### src/rtl/fsm_arb_pkg.sv
// rtl/fsm_arb_pkg.sv - shared state type and default sizes for the FSM input arbiter
package fsm_arb_pkg;

    typedef enum logic [1:0] {
        ST_IDLE    = 2'd0,
        ST_LOAD    = 2'd1,
        ST_WAIT    = 2'd2,
        ST_RELEASE = 2'd3
    } arb_state_t;

    localparam int ARB_NREQ    = 4;
    localparam int ARB_DW      = 8;
    localparam int ARB_TIMEOUT = 255;

endpackage

### src/rtl/fsm_input_arbiter_rr_pick.sv
// rtl/fsm_input_arbiter_rr_pick.sv - combinational round-robin picker (doubled vector + priority encoder)
module rr_pick #(
    parameter int NREQ = 4,
    parameter int IW   = 2
) (
    input  logic [NREQ-1:0] req,
    input  logic [IW-1:0]   ptr,
    output logic            any,
    output logic [IW-1:0]   idx
);

    logic [2*NREQ-1:0] dbl;
    logic [NREQ-1:0]   rot;
    int                sum;

    // Rotating the doubled vector puts the requester at ptr in bit 0, so the lowest set bit wins.
    always_comb begin
        dbl = {req, req};
        rot = NREQ'(dbl >> ptr);
        any = |req;
        idx = '0;
        sum = 0;
        for (int k = NREQ - 1; k >= 0; k--) begin
            if (rot[k]) begin
                sum = int'(ptr) + k;
                if (sum >= NREQ) sum = sum - NREQ;
                idx = IW'(sum);
            end
        end
    end

endmodule

### src/rtl/fsm_input_arbiter.sv
// rtl/fsm_input_arbiter.sv - round-robin arbiter feeding the FSM input byte; FSM_ARB_TIMEOUT_EN enables the WAIT timeout
module fsm_input_arbiter
    import fsm_arb_pkg::*;
#(
    parameter int NREQ    = ARB_NREQ,
    parameter int DW      = ARB_DW,
    parameter int TIMEOUT = ARB_TIMEOUT
) (
    input  logic                     clk,
    input  logic                     rst,
    input  logic [NREQ-1:0]          req_valid,
    input  logic [NREQ*DW-1:0]       req_data,
    output logic [NREQ-1:0]          req_ready,
    output logic [DW-1:0]            fsm_in,
    output logic                     fsm_load,
    input  logic                     fsm_done,
    output logic [$clog2(NREQ)-1:0]  grant_id,
    output logic                     busy,
    output logic                     timeout_err
);

    localparam int IW = $clog2(NREQ);

    if (NREQ < 2 || NREQ > 8 || TIMEOUT < 1 || TIMEOUT > 255) begin : g_bad_cfg
        $error("fsm_input_arbiter: NREQ must be 2..8 and TIMEOUT 1..255");
    end

    arb_state_t     state;
    logic [IW-1:0]  ptr;
    logic           any;
    logic [IW-1:0]  sel;

    rr_pick #(.NREQ(NREQ), .IW(IW)) u_pick (
        .req (req_valid),
        .ptr (ptr),
        .any (any),
        .idx (sel)
    );

    // Acceptance is combinational so the requester can drop valid on the next edge.
    always_comb begin
        req_ready = '0;
        if (!rst && state == ST_IDLE && any) req_ready[sel] = 1'b1;
    end

`ifdef FSM_ARB_TIMEOUT_EN
    logic [7:0] cnt;
    logic       to_pulse;

    assign timeout_err = to_pulse;
`else
    assign timeout_err = 1'b0;
`endif

    always_ff @(posedge clk) begin
        if (rst) begin
            state    <= ST_IDLE;
            ptr      <= '0;
            fsm_in   <= '0;
            grant_id <= '0;
            fsm_load <= 1'b0;
            busy     <= 1'b0;
`ifdef FSM_ARB_TIMEOUT_EN
            cnt      <= '0;
            to_pulse <= 1'b0;
`endif
        end else begin
            fsm_load <= 1'b0;
`ifdef FSM_ARB_TIMEOUT_EN
            to_pulse <= 1'b0;
`endif
            case (state)
                ST_IDLE: begin
                    if (any) begin
                        fsm_in   <= req_data[int'(sel)*DW +: DW];
                        grant_id <= sel;
                        fsm_load <= 1'b1;
                        busy     <= 1'b1;
                        state    <= ST_LOAD;
                    end
                end
                ST_LOAD: begin
`ifdef FSM_ARB_TIMEOUT_EN
                    cnt   <= '0;
`endif
                    state <= ST_WAIT;
                end
                ST_WAIT: begin
                    // Done is tested first so it beats a coinciding timeout.
                    if (fsm_done) begin
                        state <= ST_RELEASE;
                    end
`ifdef FSM_ARB_TIMEOUT_EN
                    else begin
                        cnt <= cnt + 8'd1;
                        if (cnt + 8'd1 == 8'(TIMEOUT)) begin
                            to_pulse <= 1'b1;
                            state    <= ST_RELEASE;
                        end
                    end
`endif
                end
                ST_RELEASE: begin
                    ptr   <= (grant_id == IW'(NREQ - 1)) ? '0 : grant_id + 1'b1;
                    busy  <= 1'b0;
                    state <= ST_IDLE;
                end
                default: state <= ST_IDLE;
            endcase
        end
    end

endmodule

### config.mk
export PLATFORM = sky130hd
export DESIGN_NAME = fsm_input_arbiter
export DESIGN_NICKNAME = d
export VERILOG_FILES = /design/src/rtl/fsm_arb_pkg.sv /design/src/rtl/fsm_input_arbiter_rr_pick.sv /design/src/rtl/fsm_input_arbiter.sv
export SDC_FILE = /design/constraint.sdc
export NUM_CORES = 1
export LEC_CHECK = 0
export ABC_AREA = 0
export CAP_MARGIN = 25
export CORE_UTILIZATION = 40
export DETAILED_ROUTE_END_ITERATION = 10
export PLACE_DENSITY_LB_ADDON = 0.2
export SYNTH_ARGS = -nofsm -noshare
export SYNTH_HDL_FRONTEND = slang
export SYNTH_SLANG_ARGS = --single-unit
export TNS_END_PERCENT = 10
### constraint.sdc
create_clock -name clk -period 2 [get_ports clk]
set_input_delay 0.4 -clock clk [delete_from_list [all_inputs] [get_ports clk]]
set_output_delay 0.4 -clock clk [all_outputs]
set_load 0.01 [all_outputs]
# [Yosys cells after proc, flatten, opt, wreduce, memory -nomap -nowiden]
# Index checks and enable logic that the tools add are counted.
[op_classes] magnitude_cmp=6 n_mux=18 n_shift=2 addsub=8 bitwise_logic=1 n_mul=0 eq_ne=6 div=0 n_reduce_logical=11
[op_table] operator="$shiftx 32x6->8" n=1
[op_table] operator="$mux 2" n=11
[op_table] operator="$ge 3x3->1 const B" n=3
[op_table] operator="$pmux 2 s4" n=1
[op_table] operator="$shr 8x2->4" n=1
[op_table] operator="$sub 2x1->2 const B" n=4
[op_table] operator="$add 2x2->3 const B" n=2
[op_table] operator="$eq 2x2->1 const B" n=3
[op_table] operator="$reduce_and 2->1" n=3
[op_table] operator="$mux 4" n=1
[op_table] operator="$ne 2x2->1 const B" n=2
[op_table] operator="$reduce_or 4->1" n=1
[op_table] operator="$add 2x1->3 const B" n=1
[op_table] operator="$ge 2x3->1 const B" n=1
[op_table] operator="$logic_and 1x1->1" n=3
[op_table] operator="$lt 2x3->1 const B" n=1
[op_table] operator="$mux 1" n=3
[op_table] operator="$add 2x1->2 const B" n=1
[op_table] operator="$demux 1 s2" n=1
[op_table] operator="$eq 2x1->1 const B" n=1
[op_table] operator="$ge 2x1->1 const B" n=1
[op_table] operator="$logic_not 2->1" n=1
[op_table] operator="$pmux 1 s2" n=1
[op_table] operator="$reduce_bool 2->1" n=1
[op_table] operator="other kinds (3)" n=3
[totals] wordCells=58 memories=0 ramBits=0 reg_bits=16 out_inout_bits=17 romBits=0 latch_bits=0 in_bits=39

# [Longest topological paths before layout]
# Gate-level depths: netlist of run 1.
[depth] ltp_word=12 ltp_mapped=7 depth_no_buf=7

# [Modules after synthesis]
# From an unflattened synthesis of run 1, not the netlist that was laid out.
[hier_totals] hier_cells=104 hier_area_um2=958.4
[by_module_without_submodules] mod="fsm_input_arbiter" instances=1 area_per_inst_um2=887.1 cells_per_inst=93 seq_area_each_um2=320.3
[by_module_without_submodules] mod="rr_pick" instances=1 area_per_inst_um2=71.3 cells_per_inst=11 seq_area_each_um2=0.0

# [Worst setup path before layout of run 1]
# OpenSTA, ideal clock, no wires.
[synth_timing] path_type="input port to output port" startpoint="input port req_valid[0]" endpoint="output port req_ready[3]" stages=4 path_buffers=1 t_arrival_ns=1.469 path_slack_ns=0.131 t_required_ns=1.600 path_cell_list="and2_2 a211o_1 buf_6 nor4_1"
[synth_between] elab_chain_len=10 word_cells_on_any_way=13 classes_between="2 x order compare; 1 x shift; 7 x mux; 3 x reduce/logical"
[synth_lines] element="start: declaration" line="fsm_input_arbiter.sv:11" source="input logic [NREQ-1:0] req_valid,"
[synth_lines] element="$shr 8x2->4" line="fsm_input_arbiter_rr_pick.sv:19" source="rot = NREQ'(dbl >> ptr);"
[synth_lines] element="$mux 2 (4 in series)" line="fsm_input_arbiter_rr_pick.sv:24" source="if (rot[k]) begin"
[synth_lines] element="$lt 2x3->1 (not written as such) / $ge 2x1->1 (equally long branches)" line="fsm_input_arbiter.sv:43" source="if (!rst && state == ST_IDLE && any) req_ready[sel] = 1'b1;"
[synth_lines] element="$logic_and 1x1->1 (not written as such)" line="fsm_input_arbiter.sv:43"
[synth_lines] element="$mux 1 (not written as such)" line="fsm_input_arbiter.sv:43"
[synth_lines] element="$demux 1 s2" line="fsm_input_arbiter.sv:43"
[synth_lines] element="$mux 4 (*)" line="fsm_input_arbiter.sv:43"
[synth_lines] element="end: declaration" line="fsm_input_arbiter.sv:13" source="output logic [NREQ-1:0] req_ready,"
# Mark *: on every way between the ends. The rest lies on a longest branch, timed or not.

# [Worst setup path after layout of run 1]
[layout_timing] startpoint="register state[1]" endpoint="output port req_ready[3]"
[layout_between] elab_chain_len=4
[layout_lines] element="start: declaration" line="fsm_input_arbiter.sv:28" source="arb_state_t state;"
[layout_lines] element="start signal: assignment" line="fsm_input_arbiter.sv:57" source="state <= ST_IDLE;"
[layout_lines] element="start signal: assignment" line="fsm_input_arbiter.sv:79" source="state <= ST_LOAD;"
[layout_lines] element="start signal: assignment" line="fsm_input_arbiter.sv:86" source="state <= ST_WAIT;"
[layout_lines] element="$logic_not 2->1" line="fsm_input_arbiter.sv:43"
[layout_lines] element="$logic_and 1x1->1 (2 in series)" line="fsm_input_arbiter.sv:43"
[layout_lines] element="$mux 4" line="fsm_input_arbiter.sv:43"
# No other way between the ends.

==> summary.md, run 1 <==
The flow ran to the end, but the final reports show violations. The final reports fail on negative setup slack. The critical path is of the reg2out type.

In the final layout, the multi-input gates occupy 797 um2. The longest clock path from root to sink contains 2 buffers. The total nets after synthesis is 160, and the synthesized flop and latch total is 16.

After clock tree synthesis, the clock-pin slew on the worst setup and hold paths is 100 ps. Of the synthesized area, sequential elements account for 27.9%. The first detailed-routing pass took 6 iterations. The die is 55.6 um wide.

The critical path arrival is 1640 ps. The tools report the area taken by flip-flops and latches as 324 um2. Setup repair after global routing could not meet its margin everywhere.

The final hold violation count was 0; the per-cell routed wire length was 14.8 um. The region available for standard cell placement spans 2730 um2. CTS placed an instance of sky130_fd_sc_hd__clkbuf_4 at the clock tree root. After synthesis, the cell types taking the most area are sky130_fd_sc_hd__dfxtp_1 28%, sky130_fd_sc_hd__a221oi_2 10%, sky130_fd_sc_hd__mux2i_1 9.6%. The area of all placed cells without fillers is 1950 um2.

The maximum VDD drop was 0.910 mV; the count of input and output buffers was 54. The number of clock buffers added by TritonCTS is 3. The final critical path takes up 102% of the cycle.

The internal power of the cells totals 1.20 mW. The depth of the worst hold-timing path was 2; the number of cells produced by synthesis was 116. Summed over all cells, the static leakage comes to 0.823 nW. Hold timing on the final database bottoms out at a slack of 511 ps. The count of nets left with antenna violations once routing finished came out at 0. Sorting the synthesized cells by how often they occur yields 16 x sky130_fd_sc_hd__dfxtp_1, 11 x sky130_fd_sc_hd__mux2i_1, 11 x sky130_fd_sc_hd__nor2_1.

The final weighted congestion in routability-driven placement was 0.856. STA puts the critical path data required time at 1600 ps. The power density of the placed cells is 983 nW/um2, and the initial antenna violation count is 0.

The clock skew was 4.94 ps. The biggest area consumer among synthesized cells was sky130_fd_sc_hd__dfxtp_1. The most numerous cell in the Yosys netlist is sky130_fd_sc_hd__dfxtp_1. The run gives 0 as the hold-fix buffer count after cts. The worst setup path is launched from a flop. TritonCTS built the clock tree.

Global routing finished with a remaining overflow of 0. The die covers 3090 um2. The number of antenna diodes in the final layout is 0.

Per report_power, the clock group accounts for 9.3% of the total. The area growth from synthesis to layout works out to 70.0%. The most used flip-flop cell after synthesis is sky130_fd_sc_hd__dfxtp_1. Detailed placement finished with a half-perimeter wire length of 2550 um. The instance area at placement was 1850 um2. The tools report the worst setup timing slack at the placement stage as -684 ps.

For this run, the post-layout net count is 240. The number of cells on the worst reg-to-reg path is 7, and the total number of yosys warnings is 0. The floorplan step set the die height to 55.6 um. The total power of the final layout is 1.92 mW, and the cell total after placement is 217. The deepest level of the CTS H-tree came out at 1. The first global-routing pass estimated 5570 um of wire. Summed over all layers, the routed wires come to 3340 um. For this design the top-level I/O count stands at 56. Once layout is complete, the utilization of the core stands at 71.4%. The run gives 17 as the maximum number of pins on one net before global-route repair. The mean cell area of the mapped netlist is 9.89 um2, and the sequential group share of total power is 26.2%. For this run, the top clock speed supported by timing is 0.491 GHz. The per-cell via count in the routed design came out at 5.16.

The net switching power figure was 714 uW. Across the run, the number of max-cap violations was 0. The number of clock sinks is 16, and the filler-free cell count of the finished design is 225. STA classifies the critical path endpoint as a primary output. Net switching is 37.3% of the power. In this run the core area contains 19 standard-cell rows.

The proportion of layout cells with a drive suffix above 1 works out to 35.1%. For this configuration, the core starts out at a cell density of 42.0%. The maximum fanout encountered on the critical timing path is 3, and the number of failing setup endpoints in the final timing report is 3. In this run the worst hold path is classified as reg2reg. The number of enable-type register cells in the synthesized netlist works out to 0. The number of pins exceeding their max-slew limit in the final report is 0. For this block, the initial DRC count from the detailed router was 15. In the routed design, unresolved DRC markers number 0. The tools report the number of filler cells placed in the layout as 234. The synthesized netlist occupies a cell area of 1150 um2. Top cell type's share of synthesized area: 27.9%. The worst path setup slack after routing is -35.3 ps, and the clock period minus final worst setup slack is 2040 ps. Summed over all failing endpoints, the final setup total negative slack is -83.8 ps. Counting distinct cell types in the post-synthesis netlist gives 30.

Clock latency on the worst-skew pair, taken at its later pin, is 290 ps. For this block, the via count after detailed routing is 1161. The run gives 64.4% as the logic gate share of total power. The post-synthesis async set-or-reset flop share is 0%, and the via count of the first global-routing pass is 1238. Global routing consumed, over all layers together, 22.8% of the routing resources.
state kept, by name (all words and copies together), names as in the netlist:
name	flops
busy	1
state	2
fsm_load	1
ptr	2
grant_id	2
fsm_in	8
power by group through the flow:
stage,registers (mW),clock network [mW],logic [mW]
after floorplan,0.541,0,0.560
after global placement,0.496,0,1.10
after detailed placement,0.502,0,1.13
after CTS,0.503,0.182,1.23
after global routing,0.517,0.193,1.34
final,0.502,0.179,1.24
routing by layer:
| metal | share of wire [%] | track usage [%] | up-vias |
|---|---|---|---|
| li1 | - | - | 583 |
| met1 | 40 | 25.3 | 538 |
| met2 | 54 | 42.7 | 36 |
| met3 | 5.1 | 4.92 | 4 |
| met4 | 0.69 | 7.14 | 0 |
| met5 | 0 | 0 | - |
worst paths after layout:
| check | endpoint | start | slack [ps] |
|---|---|---|---|
| worst max-delay path | req_ready[3] | state[1] | -40 |
| worst max register to register | fsm_in[3] | ptr[1] | 220 |
| worst min register to register | busy | busy | 510 |
| worst min-delay path | busy | busy | 510 |
worst max-delay path: stages (launching register included):
cell and delay (ps):
sky130_fd_sc_hd__dfxtp_2 340, sky130_fd_sc_hd__inv_2 80, sky130_fd_sc_hd__ha_4 140, sky130_fd_sc_hd__or2b_4 280
sky130_fd_sc_hd__buf_6 120, sky130_fd_sc_hd__nor4_2 240, sky130_fd_sc_hd__buf_2 170
kinds of logic after synthesis:
family	share of synthesized area, %
and+or+nand+nor	19.0
AOI/OAI and AO/OA	31.7
DFF	27.9
muxes	9.60
buffers and inverters	6.00
adders and majority gates	5.45
other	0.327
cells in the final DEF (no fill, tap or decap), types with 2 or more instances in the layout:
master / netlist / final
sky130_fd_sc_hd__o21bai_1: 9 / 9
sky130_fd_sc_hd__a211oi_2: 8 / 8
sky130_fd_sc_hd__nor2b_1: 3 / 3
sky130_fd_sc_hd__nor2_2: 1 / 2
sky130_fd_sc_hd__dfxtp_1: 16 / 13
sky130_fd_sc_hd__and2_1: 7 / 7
sky130_fd_sc_hd__clkdlybuf4s15_1: 0 / 2
sky130_fd_sc_hd__dfxtp_2: 0 / 3
sky130_fd_sc_hd__buf_6: 3 / 4
sky130_fd_sc_hd__buf_4: 2 / 23
sky130_fd_sc_hd__inv_1: 4 / 2
sky130_fd_sc_hd__a211oi_1: 2 / 2
sky130_fd_sc_hd__nand2b_1: 2 / 2
sky130_fd_sc_hd__clkbuf_4: 0 / 3
sky130_fd_sc_hd__buf_2: 1 / 3
sky130_fd_sc_hd__a21oi_1: 4 / 4
sky130_fd_sc_hd__clkdlybuf4s50_1: 0 / 46
sky130_fd_sc_hd__ha_1: 5 / 4
sky130_fd_sc_hd__a221oi_2: 8 / 8
sky130_fd_sc_hd__inv_2: 0 / 2
sky130_fd_sc_hd__and3b_1: 2 / 2
sky130_fd_sc_hd__mux2i_1: 11 / 11
sky130_fd_sc_hd__nor2_1: 11 / 10
sky130_fd_sc_hd__nand2_1: 4 / 3
layout make-up:
class / instances / area share (%)
Clock buffer: 3 / 1.15
Tap cell: 31 / 1.99
Sequential cell: 16 / 16.6
Multi-Input combinational cell: 90 / 40.9
Timing Repair Buffer: 81 / 38.6
Inverter: 4 / 0.770
repair_timing:
action / CTS / global route
buffers inserted: 5 / 0
pin swaps: 8 / 0
gates resized for setup: 40 / 1
setup endpoints to repair: 6 / 4
Note: power is estimated with default switching activity, not from simulation.
==> inputs of run 2 (changes only) <==
Settings changed: TNS_END_PERCENT 10 to 30.
==> results of run 2 <==
The final DEF is identical to that of run 1; final timing and power are the same.
